===== config.mk =====
export PLATFORM = sky130hd
export DESIGN_NAME = bcd_convert_ctrl
export DESIGN_NICKNAME = d
export VERILOG_FILES = /design/src/rtl/bcd_convert_ctrl.sv
export SDC_FILE = /design/constraint.sdc
export NUM_CORES = 1
export LEC_CHECK = 0
export CAP_MARGIN = 10
export CORE_AREA = 4 4 94 69
export CTS_CLUSTER_DIAMETER = 200
export CTS_CLUSTER_SIZE = 25
export DETAILED_ROUTE_END_ITERATION = 12
export DIE_AREA = 0 0 98 73
export HOLD_SLACK_MARGIN = 0.12
export PLACE_DENSITY = 0.72
export SYNTH_ARGS = -nofsm -noshare
export SYNTH_HDL_FRONTEND = slang
export SYNTH_SLANG_ARGS = --single-unit

===== constraint.sdc =====
create_clock -name clk -period 2 [get_ports clk]
set_clock_uncertainty 0.2 [all_clocks]
set_input_delay 0.4 -clock clk [delete_from_list [all_inputs] [get_ports clk]]
set_output_delay 0.4 -clock clk [all_outputs]
set_load 0.01 [all_outputs]

===== src/rtl/bcd_convert_ctrl.sv =====
`default_nettype none
// ============================================================================
// Module      : bcd_convert_ctrl
// Description : Sequential binary-to-BCD converter (double-dabble, one input
//               bit per clock). Converts the reaction-time millisecond count
//               into DIGITS BCD digits for the seven-segment display mux.
//               Results above 10^DIGITS-1 saturate to all nines and flag
//               overflow.
// Options     : BCD_BLANK_LEADING_ZERO_EN - when defined, leading zero digits
//               (never digit 0) are replaced by 4'hF, the display blank code.
// Revision    : 1.0 - initial release
// ============================================================================
module bcd_convert_ctrl #(
    parameter int BIN_W  = 14,
    parameter int DIGITS = 4
) (
    input  logic                  clk,
    input  logic                  rst_n,
    input  logic                  start,
    input  logic [BIN_W-1:0]      bin_in,
    output logic                  busy,
    output logic                  done,
    output logic [4*DIGITS-1:0]   bcd_out,
    output logic                  overflow
);

    localparam int                 C_BCD_W    = 4 * DIGITS;
    localparam int                 C_CAT_W    = C_BCD_W + BIN_W + 1;
    localparam int                 C_CNT_W    = $clog2(BIN_W + 1);
    localparam logic [C_CNT_W-1:0] C_CNT_INIT = C_CNT_W'(BIN_W);
    localparam logic [C_CNT_W-1:0] C_CNT_ONE  = C_CNT_W'(1);

    localparam logic [1:0] S_IDLE  = 2'd0;
    localparam logic [1:0] S_SHIFT = 2'd1;
    localparam logic [1:0] S_DONE  = 2'd2;

    logic [1:0]         r_state;
    logic [1:0]         w_next_state;
    logic [C_BCD_W-1:0] r_scratch;
    logic [BIN_W-1:0]   r_shift;
    logic [C_CNT_W-1:0] r_count;
    logic               r_carry;
    logic [C_BCD_W-1:0] r_bcd;
    logic               r_ovf;
    logic               r_done;

    logic [C_BCD_W-1:0] w_adj;
    logic [C_CAT_W-1:0] w_cat;
    logic [C_BCD_W-1:0] w_final;
`ifdef BCD_BLANK_LEADING_ZERO_EN
    logic               w_lead;
`endif

    // State register; reset aborts any conversion in flight.
    always_ff @(posedge clk or negedge rst_n) begin
        if (!rst_n) begin
            r_state <= S_IDLE;
        end else begin
            r_state <= w_next_state;
        end
    end

    // Next-state logic: start is only looked at in IDLE, so it never queues.
    always_comb begin
        w_next_state = r_state;
        case (r_state)
            S_IDLE:  if (start) w_next_state = S_SHIFT;
            S_SHIFT: if (r_count == C_CNT_ONE) w_next_state = S_DONE;
            S_DONE:  w_next_state = S_IDLE;
            default: w_next_state = S_IDLE;
        endcase
    end

    // Add-3 correction on every digit >= 5, then one-bit left shift of the
    // whole {scratch, shift} register; the top bit of w_cat is the bit lost
    // off the most significant digit.
    always_comb begin
        w_adj = r_scratch;
        for (int i = 0; i < DIGITS; i++) begin
            if (r_scratch[4*i +: 4] >= 4'd5) begin
                w_adj[4*i +: 4] = r_scratch[4*i +: 4] + 4'd3;
            end
        end
        w_cat = {w_adj, r_shift, 1'b0};
    end

    // Result formatting: saturate on carry, optionally blank leading zeros.
    always_comb begin
        w_final = r_carry ? {DIGITS{4'h9}} : r_scratch;
`ifdef BCD_BLANK_LEADING_ZERO_EN
        w_lead = !r_carry;
        for (int i = DIGITS - 1; i >= 1; i--) begin
            if (w_lead && (r_scratch[4*i +: 4] == 4'h0)) begin
                w_final[4*i +: 4] = 4'hF;
            end else begin
                w_lead = 1'b0;
            end
        end
`endif
    end

    // Datapath: latch on accept, shift in SHIFT, publish result in DONE.
    always_ff @(posedge clk or negedge rst_n) begin
        if (!rst_n) begin
            r_scratch <= '0;
            r_shift   <= '0;
            r_count   <= '0;
            r_carry   <= 1'b0;
            r_bcd     <= '0;
            r_ovf     <= 1'b0;
            r_done    <= 1'b0;
        end else begin
            r_done <= 1'b0;
            case (r_state)
                S_IDLE: begin
                    if (start) begin
                        r_shift   <= bin_in;
                        r_scratch <= '0;
                        r_carry   <= 1'b0;
                        r_count   <= C_CNT_INIT;
                    end
                end
                S_SHIFT: begin
                    r_scratch <= w_cat[C_CAT_W-2:BIN_W];
                    r_shift   <= w_cat[BIN_W-1:0];
                    r_carry   <= r_carry | w_cat[C_CAT_W-1];
                    r_count   <= r_count - C_CNT_ONE;
                end
                S_DONE: begin
                    r_bcd  <= w_final;
                    r_ovf  <= r_carry;
                    r_done <= 1'b1;
                end
                default: ;
            endcase
        end
    end

    assign busy     = (r_state == S_SHIFT);
    assign done     = r_done;
    assign bcd_out  = r_bcd;
    assign overflow = r_ovf;

endmodule
`default_nettype wire


After elaboration in Yosys (flattened, before gate mapping)
Index checks and enable logic that the tools add are counted.
{"block": "totals", "reg_bits": 55, "inputBits": 17, "out_inout_bits": 19, "wordCells": 44}
{"block": "classes", "n_addsub": 5, "magnitude_cmp": 4, "n_eq_ne": 5, "muxes": 17, "n_bitwise": 1, "reduce_logical": 4}
{"op": "$mux 16", "count": 2}
{"op": "$pmux 16 s2", "count": 1}
{"op": "$pmux 14 s2", "count": 1}
{"op": "$mux 4", "count": 5}
{"op": "$add 4x2->4 const B", "count": 4}
{"op": "$ge 4x3->1 const B", "count": 4}
{"op": "$mux 14", "count": 1}
{"op": "$pmux 4 s2", "count": 1}
{"op": "$eq 4x1->1 const B", "count": 1}
{"op": "$mux 2", "count": 2}
{"op": "$pmux 2 s2", "count": 1}
{"op": "$reduce_and 2->1", "count": 2}
{"op": "$sub 4x1->4 const B", "count": 1}
{"op": "$eq 2x1->1 const B", "count": 1}
{"op": "$eq 2x2->1 const B", "count": 1}
{"op": "$logic_not 2->1", "count": 1}
{"op": "$mux 1", "count": 2}
{"op": "$ne 2x1->1 const B", "count": 1}
{"op": "$ne 2x2->1 const B", "count": 1}
{"op": "$pmux 1 s2", "count": 1}
{"op": "$reduce_bool 2->1", "count": 1}
{"op": "$or 1x1->1", "count": 1}

Logic depth before layout (Yosys ltp)
Gate-level depths: netlist (run 1).
{"block": "depth", "depth_word": 4, "depth_mapped": 6, "ltp_nobuf": 5}

Worst setup path before layout (run 1)
Ideal clock, no wire load.
{"block": "synth_timing", "path_type": "flip-flop to flip-flop", "startpoint": "register r_scratch[12]", "endpoint": "register r_scratch[14]", "setup_ns": 0.104, "arrival_time_ns": 1.201, "t_required_ns": 1.696, "path_slack_ns": 0.495, "stages_incl_launch_ff": 6, "n_path_buf": 0, "synth_period_minus_slack_ns": 1.505, "cell_sequence": "dfrtp_1 inv_1 ha_1 nor2b_1 o21a_1 o311ai_1"}
{"block": "synth_between", "elab_chain_cells": 3, "elab_cells_between_ends": 4, "classes_between": "add/sub (1); order compare (1); mux (2)"}
{"element": "start, declared", "line": "39", "source": "logic [C_BCD_W-1:0] r_scratch;"}
{"element": "start signal, assigned", "line": "124", "source": "r_scratch <= w_cat[C_CAT_W-2:BIN_W];"}
{"element": "$add 4x2->4 / $ge 4x3->1 (equally long branches)", "line": "81, 80"}
{"element": "$mux 4 (*)", "line": "80", "source": "if (r_scratch[4*i +: 4] >= 4'd5) begin"}
{"element": "$pmux 16 s2 (*)", "line": "114", "source": "case (r_state)"}
Every way passes the cells marked *; elsewhere a longest branch is shown, timed or not.
A chain may end at the register's enable or synchronous reset.

Worst setup path after layout (run 1)
{"block": "layout_timing", "startpoint": "register r_bcd[2] (netlist: bcd_out[2])", "endpoint": "output port bcd_out[2]"}
{"element": "start, declared", "line": "43", "source": "logic [C_BCD_W-1:0] r_bcd;"}
{"element": "start signal, assigned", "line": "130", "source": "r_bcd <= w_final;"}
{"element": "end, declared", "line": "23", "source": "output logic [4*DIGITS-1:0] bcd_out,"}
No word-level cell between the ends.

==> out/results.ini, run 1 <==
[detailed_routing]
drtIter0Drc = 127
dr_total_vias = 2080
drc = 0
first_pass_iters = 4
vias_per_cell = 5.46
wl_um = 5590
wl_per_cell_um = 14.7
final_antenna_net_count = 0

[clock_tree]
cts_sinks = 55
cts_setup_buffers = 0
cts_max_path_buffers = 2
tritoncts = built
root_buffer = clkbuf_8
clk_pin_slew_worst_paths_ns = 0.09
htree_num_levels = 2
clock_latency_ns = 0.31
cts_buffers = 5

[critical_path]
crit_path_max_fanout = 2
crit_path_top_delay_cell = clkdlybuf4s50_1
crit_path_end_kind = output port
ff2ff_path_depth = 5
crit_path_start_kind = register
worst-path-stages = 1
worst-path-buf-inv = 1
cp.arrival_ns = 1.23
cp_cell_sequence = clkdlybuf4s50_1
max_stage_delay_ns = 0.54
crit_type = register to output port
endpoint = bcd_out[2]
reg2reg_from = r_scratch[4]
ff2ff_setup_slack_ns = 0.26
r2r_end = r_scratch[6]
crit_family = buffers and inverters
required_ns = 1.40
crit_start = bcd_out[2]

[logic_synthesis]
synth-seq-cells = 55
synth_cell_type_count = 36
synth-edff-count = 0
synth.area.top_cells = dfrtp_1, nand2_1, o21ai_0
synth_top_cell_by_area = dfrtp_1
ys_warn_count = 0
synth_top_area_share_pct = 50.2
synthArstFlopShare_pct = 100
synthFlopType = dfrtp_1
synth_nets = 295
avgSynthCellArea_um2 = 10.2
synth_common_cells = dfrtp_1, nand2_1, o21ai_0
synth_most_common_cell = dfrtp_1
syn_inst = 268
seq_area_frac_synth_pct = 50.2
synth_area_um2 = 2740

[global_routing]
overflow = 0
antenna_found_initial = 0
grt_max_degree = 56
grt_pass1_wl_um = 9760
grt_pass1_vias = 2090
grt_use_total_pct = 17.0

[floorplanning]
top_level_ports = 36
die_h_um = 73
fp-row-count = 23
die_w_um = 98
die-area_um2 = 7150
start_util_pct = 48.9
coreArea_um2 = 5610

[final_layout]
antennaDiodeCount = 0
areaGrowthSynthToFinish_pct = 18.1
fin_cells = 381
fillerInstances = 487
layout-drive-gt1-share_pct = 9.15
nets = 333

[pwr]
peakVddDrop_v = 0.000594
power_density_nw_per_um2 = 1450
leakage_nw = 1.45

[sta]
period_minus_slack_ns = 1.83
hold_viol = 0
maxSlewHeadroom_pct = 58.4
fin_ws_ns = 0.174
clock.fmax_mhz = 548
setup_violations = 0
timing.final.crit_share_pct = 91.3
worst_pin_slew_ns = 0.624
grt_setup_unrepaired = no
worst_hold_slack_ns = 0.281
fin_setup_tns_ns = 0
slew_viol_final = 0

[status]
status = finished clean

[min_path]
hold_path.class = register to register

[place]
dp_worst_setup_slack_ns = 0.124
gp_congestion = 0.833
hpwl_um = 3850
place_inst = 373
io_buffers = 35

[run]
maxCapViolCount = 0

## through the flow
step	util, %	cell area [µm²]	total power [mW]
after floorplan	-	2740	3.43
after global placement	56.0	3140	4.01
after detailed placement	56.0	3140	4.08
after CTS	57.7	3240	4.72
after global routing	57.7	3240	5.10
final	57.7	3240	4.69
## how the worst min path moves through the flow
stage                            from           to  slack (ns)  cells past startpoint
final                     bcd_out[14]  bcd_out[14]        0.28                      2
after global routing      bcd_out[15]  bcd_out[15]        0.31                      2
after CTS                 bcd_out[14]  bcd_out[14]        0.29                      2
after detailed placement        rst_n   r_shift[9]        0.23                      2
after global placement          rst_n   r_shift[8]        0.22                      2
after floorplan                 rst_n   bcd_out[0]        -0.1                      0
## repair_timing
action	in CTS	in global routing
endpoints found under the hold margin	55	0
hold buffers	1	0
endpoints found under the setup margin	1	0
resized for setup	1	0
## cells by family after synthesis
group | Yosys count | synth area share, %
flops | 55 | 50.2
mux | 2 | 0.776
fa+ha+maj | 10 | 4.56
compound gates | 89 | 22.9
xor+xnor | 4 | 1.28
buf+inv | 41 | 8.76
simple gates | 67 | 11.5
## state kept, by name (all words and copies together) (netlist names)
| register | flops |
|---|---|
| overflow | 1 |
| done | 1 |
| r_shift | 14 |
| bcd_out | 16 |
| r_state | 2 |
| r_carry | 1 |
| r_scratch | 16 |
| r_count | 4 |
## report_power, final
part	total (mW)	leakage [nW]	switching [mW]	internal, mW
sequential	1.88	0.718	0.344	1.53
combinational	2.19	0.685	1.16	1.03
clock	0.624	0.0470	0.351	0.273
## final cells by class
cell class | count | area (µm²) | area share [%]
clock buffers | 6 | 82.6 | 2.55
repair buffers | 50 | 472 | 14.6
well taps | 75 | 93.8 | 2.90
clock inverters | 1 | 5.00 | 0.155
inverters | 22 | 82.6 | 2.55
multi-input cells | 172 | 1130 | 34.8
flip-flops and latches | 55 | 1380 | 42.5
## worst min-delay path, stage by stage (launching register included)
cell     delay (ns)
dfrtp_1        0.35
nand2_1        0.05
o31ai_1        0.05
## layout by cell type (no fill, tap or decap), drive strengths merged, types with 3 or more instances in the layout
cell,netlist,routed
o311ai,4,4
xnor2,4,4
a21oi,8,8
o21ai,28,28
inv,22,22
nor2b,5,5
o21a,4,4
nor2,11,11
o31ai,14,14
a22oi,8,8
a32o,5,5
and3b,6,6
nand2,39,39
ha,10,10
dfrtp,55,55
o32ai,3,3
o2111ai,8,8
nand2b,3,3
buf,16,15
clkdlybuf4s50,0,33
clkbuf,3,6
o221ai,4,4
## routing by layer
metal / share of wire, % / vias to the layer above / global-route usage [%] / routed length [µm]
met1: 49 / 1013 / 23.0 / 2740
li1: - / 1026 / - / -
met2: 46 / 33 / 27.3 / 2590
met5: 0 / - / 0 / 0
met3: 3.1 / 8 / 3.53 / 175
met4: 1.6 / 0 / 6.45 / 92
(Power assumes the default switching activity.)
==> run 2: changes to the inputs <==
Settings changed: SLEW_MARGIN set to 20.
Clock period 2 ns to 1.87 ns, I/O delays scaled along.
==> run 2 against run 1 <==
Clock power increased by 32%. Flip-flop and latch count unchanged. Hold slack improved by 0.0016 ns. Total power increased by 9.7%. Sequential share of layout area decreased by 0.39 points. Setup slack got worse by 0.098 ns. First-iteration DRC count decreased by 33%. Sequential power increased by 7%. Design area increased by 0.93%. Global-route usage decreased by 0.15 points. Critical path depth unchanged. Die area unchanged.
==> out/results.ini, run 2 (synthesized netlist as in run 1, its figures left out) <==
[status]
status = finished clean

[sta]
fin_ws_ns = 0.0759
hold_viol = 0
grt_setup_unrepaired = no
setup_violations = 0
worst_pin_slew_ns = 0.594
fin_setup_tns_ns = 0
maxSlewHeadroom_pct = 60.4
period_minus_slack_ns = 1.79
timing.final.crit_share_pct = 95.9
slew_viol_final = 0
clock.fmax_mhz = 557

[critical_path]
crit_family = buffers and inverters
crit_path_end_kind = output port
crit_path_start_kind = register
r2r_end = r_scratch[12]
max_stage_delay_ns = 0.55
crit_type = register to output port
cp_cell_sequence = clkdlybuf4s50_1
cp.arrival_ns = 1.22
required_ns = 1.30
ff2ff_path_depth = 5
reg2reg_from = r_scratch[8]
ff2ff_setup_slack_ns = 0.13
crit_path_top_delay_cell = clkdlybuf4s50_1
worst-path-buf-inv = 1
crit_path_max_fanout = 2

[global_routing]
grt_max_degree = 56
overflow = 0
grt_pass1_wl_um = 9740
antenna_found_initial = 0
grt_use_total_pct = 16.9
grt_pass1_vias = 2041

[clock_tree]
cts_setup_buffers = 0
cts_max_path_buffers = 2
tritoncts = built
root_buffer = clkbuf_8
clock_latency_ns = 0.31
clk_pin_slew_worst_paths_ns = 0.10
htree_num_levels = 2
cts_sinks = 55
cts_buffers = 5

[final_layout]
layout-drive-gt1-share_pct = 9.45
antennaDiodeCount = 0
fillerInstances = 497
final_common_cell = dfrtp_1
fin_cells = 382
nets = 333
layout_common_cells = dfrtp_1, nand2_1, clkdlybuf4s50_1
areaGrowthSynthToFinish_pct = 19.2

[min_path]
hold_path_depth = 2
hold_path.class = register to register
worstHoldEndpoint = bcd_out[14]
min_from = bcd_out[14]

[pwr]
combPwrFrac_pct = 45.0
leakage_nw = 1.46
peakVddDrop_v = 0.000781
clockPowerShare_pct = 16.0
pwr-share-seq_pct = 39.0
power_switching_mw = 1.98
p_int_mw = 3.17
swShare_pct = 38.5
power_density_nw_per_um2 = 1570

[detailed_routing]
dr_total_vias = 2066
drtIter0Drc = 85
final_antenna_net_count = 0
wl_per_cell_um = 14.6
wl_um = 5560
drc = 0
first_pass_iters = 4
vias_per_cell = 5.41

[floorplanning]
fp-row-count = 23
top_level_ports = 36
die_h_um = 73
die-area_um2 = 7150
die_w_um = 98
coreArea_um2 = 5610
start_util_pct = 48.9

[place]
dp_worst_setup_slack_ns = 0.0504
hpwl_um = 3900
io_buffers = 35
place_inst = 373
gp_congestion = 0.786

[run]
maxCapViolCount = 0

[run 2: routing by layer]
layer,GRT usage [%],routed length [µm],vias up
li1,-,-,1028
met2,26.0,2560,33
met4,4.61,53,0
met1,23.6,2780,1000
met3,4.68,173,5
met5,0,0,-
[run 2: per-stage QoR]
| step | utilization, % | area, µm² | hold WS, ns | total power [mW] |
|---|---|---|---|---|
| 3_5_place_dp | 56.0 | 3140 | 0.195 | 4.36 |
| 6_report | 58.2 | 3270 | 0.283 | 5.15 |
| 2_1_floorplan | - | 2740 | -0.122 | 3.67 |
| 4_1_cts | 58.2 | 3270 | 0.289 | 5.17 |
| 3_3_place_gp | 56.0 | 3140 | 0.195 | 4.26 |
| 5_1_grt | 58.2 | 3270 | 0.314 | 5.57 |
[run 2: how the worst max path moves through the flow]
| stage | start | to | slack [ns] | cells past startpoint |
|---|---|---|---|---|
| 6_report | bcd_out[1] | bcd_out[1] | 0.08 | 1 |
| 5_1_grt | r_scratch[12] | r_scratch[14] | 0.02 | 5 |
| 4_1_cts | bcd_out[2] | bcd_out[2] | 0.06 | 1 |
| 3_5_place_dp | start | r_scratch[11] | 0.05 | 4 |
| 3_3_place_gp | start | r_scratch[1] | 0.08 | 4 |
| 2_1_floorplan | r_scratch[12] | r_scratch[14] | 0.36 | 5 |
[run 2: power by group through the flow]
| stage | clock network (mW) | registers, mW | logic, mW |
|---|---|---|---|
| after CTS | 0.834 | 2.00 | 2.34 |
| after global placement | 0 | 2.01 | 2.25 |
| after detailed placement | 0 | 2.02 | 2.34 |
| after floorplan | 0 | 1.96 | 1.71 |
| after global routing | 0.889 | 2.08 | 2.60 |
| final | 0.821 | 2.01 | 2.32 |
[run 2: repair_timing]
action                                  4_1_cts  5_1_grt
resized for setup                             1        0
endpoints found under the setup margin        1        0
hold buffers                                  1        0
hold endpoints to repair                     55        0
[run 2: layout make-up]
type	instances	area [µm²]	area share (%)
clock buffers	6	82.6	2.53
clock inverters	2	35.0	1.07
inverters	22	82.6	2.53
multi-input cells	172	1130	34.5
flip-flops and latches	55	1380	42.1
well taps	75	93.8	2.87
repair buffers	50	472	14.4
==> run 3: changes to the inputs <==
Settings changed: PLACE_DENSITY 0.72 to 0.82.
==> run 3 against run 2 <==
Maximum frequency increased by 0.29%. Total power down 2.7%. Count of clock-buffer cells in the layout unchanged. Global-route usage decreased by 0.28 points.
==> out/results.ini, run 3 (synthesized netlist as in run 1, its figures left out) <==
[detailed_routing]
wl_per_cell_um = 14.6
first_pass_iters = 4
vias_per_cell = 5.49
drtIter0Drc = 150
drc = 0
final_antenna_net_count = 0
dr_total_vias = 2098
wl_um = 5580

[sta]
hold_viol = 0
slew_viol_final = 0
timing.final.crit_share_pct = 95.7
period_minus_slack_ns = 1.79
setup_violations = 0
grt_setup_unrepaired = no
clock.fmax_mhz = 559
maxSlewHeadroom_pct = 60.5
worst_pin_slew_ns = 0.593
fin_setup_tns_ns = 0

[clock_tree]
htree_num_levels = 2
clock_latency_ns = 0.30
cts_sinks = 55
clk_pin_slew_worst_paths_ns = 0.09
cts_max_path_buffers = 2
root_buffer = clkbuf_8
cts_buffers = 5
tritoncts = built

[global_routing]
grt_pass1_vias = 2134
grt_pass1_wl_um = 9690
overflow = 0
grt_use_total_pct = 16.6
antenna_found_initial = 0
grt_max_degree = 53

[min_path]
hold_path.class = input port to async pin

[final_layout]
final_util_pct = 57.8
areaGrowthSynthToFinish_pct = 18.3
layout-drive-gt1-share_pct = 9.45
antennaDiodeCount = 0
final_common_cell = dfrtp_1
seq_area_um2 = 1380
nets = 334
layout_common_cells = dfrtp_1, nand2_1, clkdlybuf4s50_1
multi_input_area_um2 = 1130
fillerInstances = 475

[critical_path]
worst-path-buf-inv = 1
crit_start = bcd_out[2]
cp_cell_sequence = clkdlybuf4s50_1
required_ns = 1.30
worst-path-stages = 1
reg2reg_from = r_scratch[4]
crit_path_start_kind = register
r2r_end = r_scratch[8]
crit_type = register to output port
crit_family = buffers and inverters
crit_path_top_delay_cell = clkdlybuf4s50_1
cp.arrival_ns = 1.21
ff2ff_path_depth = 5
max_stage_delay_ns = 0.54
crit_path_max_fanout = 2
crit_path_end_kind = output port
ff2ff_setup_slack_ns = 0.17

[floorplanning]
start_util_pct = 48.9
coreArea_um2 = 5610
top_level_ports = 36
die_h_um = 73
die-area_um2 = 7150
fp-row-count = 23
die_w_um = 98

[place]
gp_congestion = 0.778
hpwl_um = 3950
io_buffers = 35

[pwr]
peakVddDrop_v = 0.000496
leakage_nw = 1.45
power_density_nw_per_um2 = 1540

[status]
status = finished clean

[run]
maxCapViolCount = 0

run 3: cell count changes in the layout (fill, tap and decap cells not counted), sizes merged:
cell,previous run,this run
buf,15,16
bufinv,1,0
run 3: through the flow:
stage                     instance area, µm²  hold slack, ns  instances  setup WS, ns  total power, mW
final                                   3250           0.200        382        0.0810             5.01
after global routing                    3250           0.201        382        0.0327             5.42
after CTS                               3250           0.197        382        0.0600             5.04
after detailed placement                3150        -0.00515        374        -0.141             4.38
after global placement                  3150        -0.00644        374       -0.0153             4.26
after floorplan                         2740          -0.122        268         0.365             3.67
run 3: layout make-up:
cell class,instances,share of cell area [%]
clock buffers,6,2.54
repair buffers,51,14.8
inverters,22,2.54
multi-input cells,172,34.7
clock inverters,1,0.154
well taps,75,2.89
flip-flops and latches,55,42.4
run 3: per-layer routing:
layer  up-vias  part of all wire, %  GRT usage (%)
li1       1028                    -              -
met1      1023                   45           21.5
met2        42                   50           28.0
met3         5                  4.1           3.63
met4         0                  1.0           5.53
met5         -                    0              0
run 3: worst max path at each step:
| stage | to | slack [ns] |
|---|---|---|
| finish | bcd_out[2] | 0.08 |
| global route | bcd_out[1] | 0.03 |
| CTS | bcd_out[2] | 0.06 |
| detailed placement | r_shift[1] | -0.14 |
| global placement | r_scratch[15] | -0.02 |
| floorplan | r_scratch[14] | 0.36 |
run 3: what timing repair did:
action / CTS / global route
gates resized for setup: 1 / 0
buffers inserted: 0 / 0
endpoints found under the setup margin: 1 / 0
hold buffers: 1 / 0
hold endpoints to repair: 55 / 0
run 3: power breakdown:
part | internal (mW) | leakage, nW | switching (mW)
clock | 0.292 | 0.0470 | 0.367
combinational | 1.10 | 0.689 | 1.24
sequential | 1.64 | 0.718 | 0.375
total | 3.03 | 1.45 | 1.98
